File: config.mk
export PLATFORM = sky130hd
export DESIGN_NAME = nic_counter_bank
export DESIGN_NICKNAME = d
export VERILOG_FILES = /design/src/rtl/nic_counter_bank.sv
export SDC_FILE = /design/constraint.sdc
export NUM_CORES = 2
export LEC_CHECK = 0
export BUFFER_PORTS_ARGS = -buffer_cell sky130_fd_sc_hd__buf_4
export CORE_AREA = 2 2 463 281
export CTS_CLUSTER_SIZE = 25
export DETAILED_ROUTE_END_ITERATION = 16
export DIE_AREA = 0 0 465 283
export PLACE_DENSITY = 0.72
export RECOVER_POWER = 100
export SYNTH_ARGS = -nofsm -noshare
export SYNTH_HDL_FRONTEND = slang
export SYNTH_SLANG_ARGS = --single-unit
File: constraint.sdc
create_clock -name clk -period 3 [get_ports clk]
set_clock_uncertainty 0.15 [all_clocks]
set_input_delay 0.3 -clock clk [delete_from_list [all_inputs] [get_ports clk]]
set_output_delay 0.3 -clock clk [all_outputs]
set_load 0.02 [all_outputs]
File: src/rtl/nic_counter_bank.sv
// Parametrised statistics counter bank: N channels with per-event increments,
// wrap/saturate overflow, sticky flags, snapshot bank and a one-cycle read port.
module nic_counter_bank #(
  parameter int N_COUNTERS = 8,
  parameter int CNT_WIDTH  = 64,
  parameter int INC_WIDTH  = 16,
  parameter int ID_WIDTH   = 8,
  parameter int SATURATE   = 0
) (
  input  logic                            clk,
  input  logic                            reset_n,
  input  logic [N_COUNTERS-1:0]           event_valid_in,
  input  logic [N_COUNTERS*INC_WIDTH-1:0] event_inc_in,
  input  logic                            clear_all_in,
  input  logic                            snapshot_in,
  input  logic                            rd_req_in,
  input  logic [ID_WIDTH-1:0]             rd_id_in,
  input  logic                            rd_snap_in,
  input  logic                            rd_clear_in,
  output logic                            rd_valid_out,
  output logic [CNT_WIDTH-1:0]            rd_value_out,
  output logic                            rd_err_out,
  output logic [N_COUNTERS-1:0]           overflow_out
);

  logic [N_COUNTERS-1:0]           ev_valid_q, ev_valid_d;
  logic [N_COUNTERS*INC_WIDTH-1:0] ev_inc_q, ev_inc_d;
  logic [CNT_WIDTH-1:0]            cnt_q  [N_COUNTERS];
  logic [CNT_WIDTH-1:0]            cnt_d  [N_COUNTERS];
  logic [CNT_WIDTH-1:0]            snap_q [N_COUNTERS];
  logic [CNT_WIDTH-1:0]            snap_d [N_COUNTERS];
  logic [N_COUNTERS-1:0]           ovf_q, ovf_d;
  logic                            rd_valid_q, rd_valid_d;
  logic                            rd_err_q, rd_err_d;
  logic [CNT_WIDTH-1:0]            rd_value_q, rd_value_d;

  logic [N_COUNTERS-1:0]           id_sel;
  logic                            in_range;
  logic                            live_clr;
  logic [CNT_WIDTH-1:0]            rd_mux;
  logic [CNT_WIDTH-1:0]            inc_ext [N_COUNTERS];
  logic [CNT_WIDTH:0]              sum     [N_COUNTERS];

  // Input stage: events are registered once before reaching the counters.
  always_comb begin
    ev_valid_d = event_valid_in;
    ev_inc_d   = event_inc_in;
  end

  // Read address decode and N:1 mux; an id with no matching channel is out of range.
  always_comb begin
    id_sel = '0;
    rd_mux = '0;
    for (int i = 0; i < N_COUNTERS; i++) begin
      if (rd_id_in == ID_WIDTH'(i)) begin
        id_sel[i] = 1'b1;
        rd_mux    = rd_snap_in ? snap_q[i] : cnt_q[i];
      end else begin
        id_sel[i] = 1'b0;
      end
    end
    in_range = |id_sel;
    live_clr = rd_req_in & rd_clear_in & ~rd_snap_in & in_range;
  end

  // Counter, overflow and snapshot next-state; clear-on-read keeps the pending increment.
  always_comb begin
    for (int i = 0; i < N_COUNTERS; i++) begin
      inc_ext[i] = CNT_WIDTH'(ev_inc_q[i*INC_WIDTH +: INC_WIDTH]);
      sum[i]     = (CNT_WIDTH+1)'(cnt_q[i]) + (CNT_WIDTH+1)'(inc_ext[i]);
      cnt_d[i]   = cnt_q[i];
      ovf_d[i]   = ovf_q[i];
      if (clear_all_in) begin
        cnt_d[i] = '0;
        ovf_d[i] = 1'b0;
      end else if (live_clr && id_sel[i]) begin
        cnt_d[i] = ev_valid_q[i] ? inc_ext[i] : '0;
        ovf_d[i] = 1'b0;
      end else if (ev_valid_q[i]) begin
        if (sum[i][CNT_WIDTH]) begin
          cnt_d[i] = (SATURATE != 0) ? '1 : sum[i][CNT_WIDTH-1:0];
          ovf_d[i] = 1'b1;
        end else begin
          cnt_d[i] = sum[i][CNT_WIDTH-1:0];
        end
      end else begin
        cnt_d[i] = cnt_q[i];
      end

      if (clear_all_in) begin
        snap_d[i] = '0;
      end else if (snapshot_in) begin
        snap_d[i] = cnt_q[i];
      end else begin
        snap_d[i] = snap_q[i];
      end
    end
  end

  // Read response: value holds between requests, error only qualifies a valid beat.
  always_comb begin
    rd_valid_d = rd_req_in;
    rd_err_d   = rd_req_in & ~in_range;
    if (rd_req_in) begin
      rd_value_d = rd_mux;
    end else begin
      rd_value_d = rd_value_q;
    end
  end

  // State registers.
  always_ff @(posedge clk or negedge reset_n) begin
    if (!reset_n) begin
      ev_valid_q <= '0;
      ev_inc_q   <= '0;
      ovf_q      <= '0;
      rd_valid_q <= 1'b0;
      rd_err_q   <= 1'b0;
      rd_value_q <= '0;
      for (int i = 0; i < N_COUNTERS; i++) begin
        cnt_q[i]  <= '0;
        snap_q[i] <= '0;
      end
    end else begin
      ev_valid_q <= ev_valid_d;
      ev_inc_q   <= ev_inc_d;
      ovf_q      <= ovf_d;
      rd_valid_q <= rd_valid_d;
      rd_err_q   <= rd_err_d;
      rd_value_q <= rd_value_d;
      for (int i = 0; i < N_COUNTERS; i++) begin
        cnt_q[i]  <= cnt_d[i];
        snap_q[i] <= snap_d[i];
      end
    end
  end

  assign rd_valid_out = rd_valid_q;
  assign rd_err_out   = rd_err_q;
  assign rd_value_out = rd_value_q;
  assign overflow_out = ovf_q;

endmodule

==> metrics.txt <==
outcome=finished with violations; failing checks=capacitance limit, slew limit, setup timing; GR Overflow Total=0; Seq/Total Area, Yosys=0.461; total number of vias=roughly 60k; clk sinks=between 1k and 1.5k; post-placement cell count=9081; CTS max path bufs=3; die width=465 µm; Top Layer Used=met5; design area=between 80000 and 90000 µm²; Die Ht=283 µm; cts bufs inserted=118; Routed Wire Length=238000 µm; first-pass GRT wire length=roughly 350000 µm; Post-Syn Nets=7081; Die ar.=132000 µm²; Port Buffers=between 200 and 250; Fmax achieved=roughly 300 MHz; Routability Congestion=1.00; pin count of the biggest net entering global routing=124; vias in the first global route=57.4k; most frequent cells in the layout=1231 x dfrtp_1, 1061 x nor2_1, 976 x mux2i_1; period utilization=1.12; Area Overhead vs Synth=26.8%; via/cell ratio=6.23; initial antenna violation count=11; RR Endpoint=cnt_q[101]; Yosys warning total=0; Req. time, crit path=3.49 ns; Avg Inst Size Synth=9.86 µm²; hpwl dp=166000 µm; number of flops mapped to enable cells by yosys=0; WL met1=102000 µm; Worst R2R Start=ev_inc_q[96]; Worst Path Max Fanout=5; antenna-violating nets left=0; CP Capture Type=flip-flop; fin. max-slew vios=64; most common cell after layout, fill and taps aside=dfrtp_1; Starting Density=0.525; Synth Cell Area=67000 µm²; R2R depth=14; Total Routing Usage GR=0.346; area post-placement=76200 µm²; worst setup path class=flip-flop to flip-flop; critical path arrival=3.84 ns; count of cell types in the netlist=between 80 and 90; Boundary Pins=225; TritonCTS clock tree=yes; core area=128000 µm²; CP Launch Type=flip-flop; Routed WL per cell=24.8 µm; post-route insts no fill=9612; fraction of layout cells with a size suffix above 1=0.208; Tmin final=around 3.4 ns; Async S/R FF share, synth=1.00; DR iter-0 viols=7304; RSZ-0062 raised after global routing=yes; Final WS setup=-0.351 ns; Remaining DRCs=0; Max Cap Viol=2; Layout Nets=8085; H-tree Lvls=3; Hold WC Path Type=input pin to flip-flop; worst reg-to-reg setup slack=-0.35 ns; Gate Count Post-Synth=between 6k and 7k; row count=between 100 and 150; met3 wire length=27900 µm; clock transition at the registers of the reported paths=0.07 ns; Worst Hold End=ev_inc_q[98]; Main synth FF type=dfrtp_1; Slew @ Worst Pin=2.21 ns; hold path startpoint=event_inc_in[98]; Worst Hold Depth=2; Leakage=slightly below 40 nW; Pwr Density=479 nW/µm²; DR pass1 iterations=6; Final Setup Violations=409; antenna fix cells=0; worst skew pair latency=0.78 ns; WL met2=99400 µm; FF+latch count, synth=1234; Rel. slew slack=-0.473; Root Driver=clkbuf_16; Max VDD drop=0.515 mV; endpoints failing hold=0
## power by group
part / switching [mW] / leakage (nW) / total [mW] / internal, mW
Clock: 7.04 / 2.00 / 16.1 / 9.09
Combinational: 4.00 / 20.2 / 7.02 / 3.02
Sequential: 0.474 / 16.8 / 17.6 / 17.1
Total: 11.5 / 39.0 / 40.7 / 29.2
## cell families after synthesis
logic type / after synthesis / synth area share
and+or+nand+nor: 2380 / 0.166
DFF: 1234 / 0.461
muxes: 1088 / 0.165
AOI/OAI and AO/OA: 1045 / 0.102
buffers and inverters: 511 / 0.0290
xor gates and xnor gates: 400 / 0.0523
adders and majority gates: 136 / 0.0263
## how the worst max path moves through the flow
stage | from | to | slack [ns] | cells past startpoint
floorplan | cnt_q[192] | cnt_q[254] | 0.03 | 12
global placement | ev_inc_q[48] | cnt_q[312] | -0.29 | 13
detailed placement | ev_inc_q[32] | cnt_q[378] | -0.34 | 13
CTS | ev_inc_q[48] | cnt_q[312] | -0.20 | 13
global route | ev_inc_q[96] | cnt_q[101] | -0.34 | 14
finish | ev_inc_q[96] | cnt_q[101] | -0.35 | 14
## Yosys cell counts (all sizes together) (112+ instances only)
cell type / number / share of area
dfrtp: 1234 / 0.46
nor2: 1074 / 0.060
mux2i: 976 / 0.15
nand2: 395 / 0.022
clkbuf: 346 / 0.019
a21oi: 256 / 0.019
xnor2: 247 / 0.032
nand3: 220 / 0.016
o21ai: 180 / 0.014
xor2: 153 / 0.020
nor4: 146 / 0.014
o22ai: 140 / 0.013
ha: 128 / 0.024
mux2: 112 / 0.019
## cell type report
class	instances	area [µm²]
inverters	88	330
flip-flops and latches	1234	30900
clock buffers	172	3450
well taps	1716	2150
fillers	9810	42800
clock inverters	46	648
multi-input cells	5050	36600
repair buffers	1306	10900
## metrics by stage
stage	worst slack, ns	util	total power, mW	hold WS (ns)	TNS, ns
2_1_floorplan	0.0254	-	21.2	-0.146	0
3_3_place_gp	-0.286	0.597	23.6	0.0588	-8.06
3_5_place_dp	-0.344	0.597	23.7	0.0602	-15.77
4_1_cts	-0.204	0.653	40.1	0.000104	-1.40
5_1_grt	-0.339	0.665	42.1	0.0228	-100.12
6_report	-0.351	0.665	40.7	0.0429	-29.09
## registers in the layout, summed over array words and instances, names as in the netlist
name / count
cnt_q: 512
snap_q: 512
ev_inc_q: 128
rd_value_out: 64
ev_valid_q: 8
overflow_out: 8
rd_err_out: 1
rd_valid_out: 1
## routing by layer
metal  GRT usage  vias up
met5      0.0101        -
met4       0.113       12
met3       0.105      471
met2       0.479     3032
met1       0.513    30000
li1            -    26400
## repair_timing
item | in CTS | in global routing
buffers inserted | 32 | 58
gates cloned | 6 | 8
hold buffers | 215 | 1
pin swaps | 62 | 172
hold endpoints to repair | 1142 | 1
resized for setup | 107 | 362
endpoints found under the setup margin | 169 | 301
## critical path, cell delays in order, from the launching register on
cell and delay (ns):
dfrtp_1 0.39, ha_2 0.21, buf_6 0.12, a211oi_4 0.26, nor2_2 0.08, a41oi_1 0.31
clkbuf_1 0.31, a2111oi_4 0.12, clkbuf_1 0.21, buf_6 0.17, o2111a_2 0.31, buf_12 0.16
and3_4 0.19, xnor2_2 0.17, nor2_1 0.05
(Power assumes the default switching activity.)
